===== config.mk =====
export PLATFORM = sky130hd
export DESIGN_NAME = fp32_result_deser
export DESIGN_NICKNAME = d
export VERILOG_FILES = /design/src/rtl/fp32_result_deser.sv
export SDC_FILE = /design/constraint.sdc
export NUM_CORES = 1
export LEC_CHECK = 0
export ABC_CLOCK_PERIOD_IN_PS = 2600
export BUFFER_PORTS_ARGS = -buffer_cell sky130_fd_sc_hd__clkbuf_2
export CORE_MARGIN = 10
export CORE_UTILIZATION = 25
export DETAILED_ROUTE_END_ITERATION = 16
export RECOVER_POWER = 50
export SETUP_SLACK_MARGIN = 0.2
export SYNTH_ARGS = -nofsm -noshare
export SYNTH_HDL_FRONTEND = slang
export SYNTH_SLANG_ARGS = --single-unit

===== constraint.sdc =====
create_clock -name clk -period 2.6 [get_ports clk]
set_input_delay 0.13 -clock clk [delete_from_list [all_inputs] [get_ports clk]]
set_output_delay 0.13 -clock clk [all_outputs]
set_load 0.005 [all_outputs]

===== src/rtl/fp32_result_deser.sv =====
// Deserializer for the bit-serial fp32 adder result: collects MSB-first bits, checks
// framing on done, and holds the word with decode flags on a valid/ready port.
module fp32_result_deser #(
  parameter int WIDTH = 32,
  parameter int CNT_W = 6
) (
  input  logic             clk,
  input  logic             reset,
  input  logic             shift,
  input  logic             out_c,
  input  logic             over,
  input  logic             under,
  input  logic             done,
  output logic [WIDTH-1:0] result,
  output logic             res_over,
  output logic             res_under,
  output logic             res_zero,
  output logic             res_inf,
  output logic             res_nan,
  output logic             res_valid,
  input  logic             res_ready,
  output logic             frame_err,
  output logic             overrun
);

  typedef enum logic [1:0] {IDLE, COLLECT, HOLD} state_t;

  localparam logic [CNT_W-1:0] CNT_FULL = CNT_W'(WIDTH);
  localparam logic [CNT_W-1:0] CNT_SAT  = CNT_W'(WIDTH + 1);

  state_t           state, state_nxt;
  logic [WIDTH-1:0] sreg, sreg_nxt;
  logic [CNT_W-1:0] cnt, cnt_eff;
  logic             take_bit, capture, ferr, accept, drop;
  logic [2:0]       cls;

  // {zero, inf, nan} classification of an fp32 word; the sign bit is ignored
  function automatic logic [2:0] fp32_class(input logic [31:0] w);
    logic exp_ones;
    logic man_zero;
    exp_ones = (w[30:23] == 8'hFF);
    man_zero = (w[22:0] == 23'd0);
    return {(w[30:0] == 31'd0), exp_ones && man_zero, exp_ones && !man_zero};
  endfunction

  always_ff @(posedge clk or negedge reset) begin
    if (!reset) state <= IDLE;
    else        state <= state_nxt;
  end

  always_comb begin
    state_nxt = state;
    case (state)
      IDLE, COLLECT: begin
        if (capture)       state_nxt = HOLD;
        else if (ferr)     state_nxt = IDLE;
        else if (take_bit) state_nxt = COLLECT;
      end
      HOLD:    if (accept) state_nxt = IDLE;
      default: state_nxt = IDLE;
    endcase
  end

  // Control strobes: a bit arriving with done is shifted before the framing check
  always_comb begin
    take_bit = (state != HOLD) && shift;
    cnt_eff  = cnt;
    if (take_bit) cnt_eff = (cnt == CNT_SAT) ? cnt : cnt + 1'b1;
    sreg_nxt = take_bit ? {sreg[WIDTH-2:0], out_c} : sreg;
    capture  = (state != HOLD) && done && (cnt_eff == CNT_FULL);
    ferr     = (state != HOLD) && done && (cnt_eff != CNT_FULL);
    accept   = (state == HOLD) && res_ready;
    drop     = (state == HOLD) && (shift || done);
    cls      = fp32_class(sreg_nxt);
  end

  always_ff @(posedge clk or negedge reset) begin
    if (!reset) begin
      sreg      <= '0;
      cnt       <= '0;
      result    <= '0;
      res_over  <= 1'b0;
      res_under <= 1'b0;
      res_zero  <= 1'b0;
      res_inf   <= 1'b0;
      res_nan   <= 1'b0;
      res_valid <= 1'b0;
      frame_err <= 1'b0;
      overrun   <= 1'b0;
    end else begin
      sreg      <= sreg_nxt;
      cnt       <= (capture || ferr) ? '0 : cnt_eff;
      frame_err <= ferr;
      overrun   <= overrun | drop;
      if (capture) begin
        result    <= sreg_nxt;
        res_over  <= over;
        res_under <= under;
        {res_zero, res_inf, res_nan} <= cls;
        res_valid <= 1'b1;
      end else if (accept) begin
        res_valid <= 1'b0;
      end
    end
  end

endmodule


==> results of run 1 <==
-- power groups by stage --
| stage | Combinational (mW) | Clock [mW] | Sequential, mW |
|---|---|---|---|
| 5_1_grt | 0.268 | 1.36 | 1.39 |
| 2_1_floorplan | 0.154 | 0 | 1.39 |
| 3_5_place_dp | 0.235 | 0 | 1.40 |
| 6_report | 0.231 | 1.25 | 1.38 |
| 3_3_place_gp | 0.228 | 0 | 1.40 |
| 4_1_cts | 0.239 | 1.29 | 1.38 |
-- worst min path at each step --
stage,startpoint,cells after the start,slack [ns],to
finish,over,2,0.03,res_over
global route,over,2,0.01,res_over
CTS,reset,1,0.01,result[24]
detailed placement,done,2,0.34,state[0]
global placement,done,2,0.33,state[0]
floorplan,reset,0,-0.17,cnt[0]
-- cell type report --
cell class | count | area (µm²)
Multi-Input combinational cell | 192 | 1262
Fill cell | 1354 | 9102
Inverter | 4 | 15.01
Sequential cell | 80 | 2002
Clock inverter | 5 | 56.30
Timing Repair Buffer | 55 | 292.8
Clock buffer | 10 | 239.0
Tap cell | 176 | 220.2
-- flip-flops by register name, indices dropped and copies added (netlist names) --
register,flops
result,32
res_over,1
res_under,1
res_inf,1
res_zero,1
overrun,1
cnt,6
sreg,32
res_nan,1
res_valid,1
frame_err,1
state,2
-- layer usage --
metal | global-route usage | vias to the layer above
li1 | - | 1088
met5 | 0 | -
met4 | 0.03110 | 0
met1 | 0.1049 | 1114
met3 | 0.03746 | 12
met2 | 0.1185 | 46
-- what timing repair did --
action,4_1_cts,5_1_grt
setup endpoints to repair,7,37
hold buffers,2,0
hold endpoints to repair,2,0
pin swaps,0,1
gates resized for setup,1,0
-- metrics by stage --
step | instances | power [mW] | utilization | cell area [µm²]
final | 522 | 2.869 | 0.3099 | 4088
after global routing | 522 | 3.020 | 0.3099 | 4088
after CTS | 522 | 2.913 | 0.3119 | 4114
after detailed placement | 505 | 1.638 | 0.2877 | 3795
after global placement | 505 | 1.629 | 0.2877 | 3795
after floorplan | 290 | 1.542 | - | 3352
-- layout by cell type, fill, tap and decap left out, types with 2 or more instances in the layout --
cell / Yosys / final
clkbuf_16: 0 / 9
nand2b_1: 2 / 2
nor2_1: 12 / 11
clkbuf_1: 7 / 18
o22ai_1: 2 / 2
nor3_1: 3 / 3
dfrtp_1: 80 / 80
o21ai_0: 2 / 2
nor2b_1: 3 / 3
xnor2_1: 3 / 3
nand3_1: 4 / 3
dlygate4sd3_1: 0 / 2
inv_1: 4 / 4
clkbuf_2: 0 / 28
mux2_4: 8 / 8
buf_4: 0 / 4
clkinv_2: 0 / 2
ha_1: 2 / 2
mux2_2: 34 / 34
a21oi_1: 3 / 3
nand2_1: 85 / 85
nand4_1: 5 / 5
nor4_1: 5 / 5
-- Yosys cell counts, types with 2 or more instances --
cell type / instances
ha_1: 2
o22ai_1: 2
mux2_2: 34
nor3_1: 3
clkbuf_1: 7
xnor2_1: 3
nor2b_1: 3
o21ai_0: 2
nand2b_1: 2
nand3_1: 4
inv_1: 4
nor2_1: 12
nor4_1: 5
a21oi_1: 3
dfrtp_1: 80
mux2_4: 8
nand2_1: 85
buf_2: 4
nand4_1: 5
buf_6: 3
-- logic make-up after synthesis --
| group | Yosys count | synth area share |
|---|---|---|
| mux | 42 | 0.1501 |
| buf+inv | 18 | 0.02837 |
| flops | 80 | 0.5972 |
| compound gates | 17 | 0.03994 |
| simple gates | 127 | 0.1665 |
| fa+ha+maj | 2 | 0.007464 |
| xor+xnor | 4 | 0.01045 |
==> reports/results.ini, run 1 <==
[run_status]
status=finished with violations
violations=max-capacitance violations, max-slew violations

[logic_synthesis]
ys_warn_count=0
synth-seq-cells=80
ys_async_sr_fraction=1.000
syn_nets=300
synth_edf_count=0
synth_top_area_frac=0.5972
ys_types=39
synth_area_leaders=dfrtp_1 60%, mux2_2 11%, nand2_1 9.5%
synth-seq-area-share=0.5972
synth_top_area_cell=dfrtp_1
synth_top_flop_cell=dfrtp_1
avgSynthCellArea_um2=11.56
synthesis.area_um2=3352
netlist_instances=290

[floorplan]
design.die.area_um2=18440
dieHeight_um=135.8
rows=42
start_util=0.2541
die_w_um=135.8
io_pins=48
core-area_um2=13190

[layout]
area_growth_pct=21.95
drive_gt1_frac=0.2803
insertedDiodeCount=0
nNetsFinal=352

[worst_setup_path]
worstPathCellList=inv_1, ha_1, or3b_4, o211ai_4, o32a_1, o22ai_1, nand3_2, buf_12, mux2_2
cp-endpoint=result[0]
critPathArrivalTime_ns=2.58
ff2ff_path_depth=9
cp_slowest_cell=dfrtp_1
max_stage_delay_ns=0.42
cp.depth=9
cp-start-kind=register
r2r-start=cnt[1]
crit_buf_inv=2
crit_family=simple AND/OR/NAND/NOR gates
regToRegEndpoint=result[0]
r2r_slack_ns=0.24
crit_type=register to register
startpoint=cnt[1]
crit_required_ns=2.82
endpoint_kind=register
path_max_fanout=25

[sta]
skew_ns=0.008601
fin_setup_tns_ns=0
max_freq_ghz=0.4231
finalWorstSetupSlack_ns=0.2363
rsz0062_at_grt=true
worstMarginPinSlew_ns=1.954
min_period_ns=2.364
slew_headroom=-0.3029
final-max-slew-violation-count=81
setup_viol=0
period_share=0.9091
hold_viol=0
timing.hold.ws_ns=0.02801

[placement]
pre_cts_slack_ns=0.2073
dp_hpwl_um=5086
portBuffers=47
gp_congestion=0.7663

[routing]
dr.first_iter.drc_count=167
wl_per_cell_um=13.71
route.met3.wl_um=369
wl_met1_um=3375
met2_length_um=3305
first_pass_iters=6
drc=0
highest-signal-layer=met4
vias=2260
drt_wl_total_um=7157
via_per_inst=4.330
ant_nets=0

[global_routing]
grt_pass1_wl_um=11830
grt_max_degree=81
grt_antenna_before_repair=0
grt_pass1_vias=2273
gr-total-overflow=0
grt_use_total=0.08222

[power]
internal_power_mw=2.171
seq_power_share=0.482
pwr-share-comb=0.081
clkPwrFrac=0.437
p_leak_nw=2.102
p_sw_mw=0.6976
power_density_nw_per_um2=701.8
swShare=0.2432
ir_drop_mv=0.3777

[clock_tree]
cts_root_buf=clkbuf_16
cts_made_buffers=9
cts_buffer_depth=2
clk_pin_slew_worst_paths_ns=0.06
h-tree-depth=3
cts_setup_buffers=0
cts_tree=yes
insertion_delay_ns=0.34
cts.sinks=80

[min_path]
hold_class=input port to register

[flow_run]
max_cap_viol_count=1

Note: power is estimated with default switching activity, not from simulation.
==> run 2, diff against run 1 <==
--- a/config.mk
+++ b/config.mk
@@ -7,6 +7,7 @@
 export LEC_CHECK = 0
 export ABC_CLOCK_PERIOD_IN_PS = 2600
 export BUFFER_PORTS_ARGS = -buffer_cell sky130_fd_sc_hd__clkbuf_2
+export CORE_ASPECT_RATIO = 1.2
 export CORE_MARGIN = 10
 export CORE_UTILIZATION = 25
 export DETAILED_ROUTE_END_ITERATION = 16
==> reports/results.ini, run 2 (same netlist as run 1, synthesis figures left out) <==
[sta]
period_share=0.9439
rsz0062_at_grt=true
max_freq_ghz=0.4075
final-max-slew-violation-count=0
worstMarginPinSlew_ns=1.005
fin_setup_tns_ns=0
min_period_ns=2.454
skew_ns=0.006802
slew_headroom=0.3298
setup_viol=0
hold_viol=0
finalWorstSetupSlack_ns=0.1459

[worst_setup_path]
crit_type=register to register
r2r_slack_ns=0.15
regToRegEndpoint=result[18]
critPathArrivalTime_ns=2.67
ff2ff_path_depth=9
crit_required_ns=2.82
cp-start-kind=register
path_max_fanout=6
r2r-start=cnt[1]
endpoint_kind=register

[floorplan]
start_util=0.2543
dieHeight_um=146.8
core-area_um2=13180
die_w_um=125.7
rows=46
io_pins=48
design.die.area_um2=18460

[layout]
area_growth_pct=27.81
drive_gt1_frac=0.2535
stdcell_area_um2=4284
layout_common_cells=85 x nand2_1, 79 x dfrtp_1, 41 x clkbuf_1
mostFrequentLayoutCell=nand2_1
nNetsFinal=360
insertedDiodeCount=0
reg_top3=result x32, sreg x32, cnt x6
utilization=0.3250

[global_routing]
gr-total-overflow=0
grt_use_total=0.08283
grt_pass1_vias=2371
grt_pass1_wl_um=12430
grt_max_degree=81
grt_antenna_before_repair=0

[routing]
via_per_inst=4.426
ant_nets=0
dr.first_iter.drc_count=101
wl_per_cell_um=15.61
drc=0
vias=2315
drt_wl_total_um=8166
first_pass_iters=4

[power]
power_density_nw_per_um2=678.5
p_leak_nw=2.162
ir_drop_mv=0.3697

[min_path]
hold_start=res_ready
hold_path_depth=2
min_to=state[1]
hold_class=input port to register

[placement]
pre_cts_slack_ns=0.1958
portBuffers=47
placed_area_um2=3792
gp_congestion=0.7596
dp_hpwl_um=5290

[flow_run]
max_cap_viol_count=0

[clock_tree]
insertion_delay_ns=0.33
cts.sinks=80
clk_pin_slew_worst_paths_ns=0.06
h-tree-depth=3
cts_root_buf=clkbuf_16
cts_made_buffers=9
cts_tree=yes
cts_buffer_depth=2

[run_status]
status=completed

run 2: cell count changes in the layout (fill, tap and decap cells not counted), sizes merged:
cell | previous run | this run
inv | 5 | 6
clkbuf | 56 | 58
buf | 7 | 12
clkinv | 2 | 3
run 2: worst max-delay path, cell delays in order (launching register included):
cell      delay (ns)
dfrtp_1         0.44
inv_2           0.11
ha_4            0.12
or3b_4          0.39
o211ai_4        0.23
o32a_1          0.21
o22ai_2         0.11
nand3_4         0.19
buf_4           0.20
mux2_2          0.34
run 2: metrics by stage:
stage / power [mW] / std cells / hold WS [ns]
6_report: 2.907 / 523 / 0.01530
5_1_grt: 3.041 / 523 / 0.001295
4_1_cts: 2.919 / 516 / 0.002733
3_5_place_dp: 1.640 / 498 / 0.3267
3_3_place_gp: 1.629 / 498 / 0.3282
2_1_floorplan: 1.542 / 290 / -0.1656
run 2: metal layers:
layer	up-vias	wire length (µm)	track usage
met3	14	453	0.03096
met2	63	3874	0.1319
li1	1101	-	-
met5	-	0	0
met1	1137	3701	0.09892
met4	0	136	0.03172
run 2: power breakdown:
| group | total [mW] | switching, mW | leakage [nW] | internal (mW) |
|---|---|---|---|---|
| clock network | 1.27 | 0.518 | 0.146 | 0.752 |
| registers | 1.39 | 0.0638 | 1.09 | 1.32 |
| logic | 0.252 | 0.156 | 0.923 | 0.0956 |
| total | 2.91 | 0.738 | 2.16 | 2.17 |
run 2: how the worst max path moves through the flow:
stage	cells after the start	endpoint	from	slack, ns
final	9	result[18]	cnt[1]	0.15
after detailed placement	9	result[12]	cnt[1]	0.20
after CTS	9	result[2]	cnt[1]	0.17
after floorplan	10	result[19]	cnt[1]	0.30
after global routing	9	result[12]	cnt[1]	0.05
after global placement	9	result[7]	cnt[1]	0.32
run 2: area by class of cell:
cell class	instances	area [µm²]
tap	168	210.2
multi-input combinational	192	1373
clock buffer	9	225.2
inverter	4	15.01
sequential	80	2003
clock inverter	7	77.57
fill	1294	8896
timing repair buffer	63	380.4
run 2: timing repair:
item,in CTS,in global routing
gates resized for setup,0,27
endpoints found under the hold margin,4,0
cloned,0,4
endpoints found under the setup margin,28,37
setup buffers,0,3
hold buffers,2,0
pin swaps,0,1
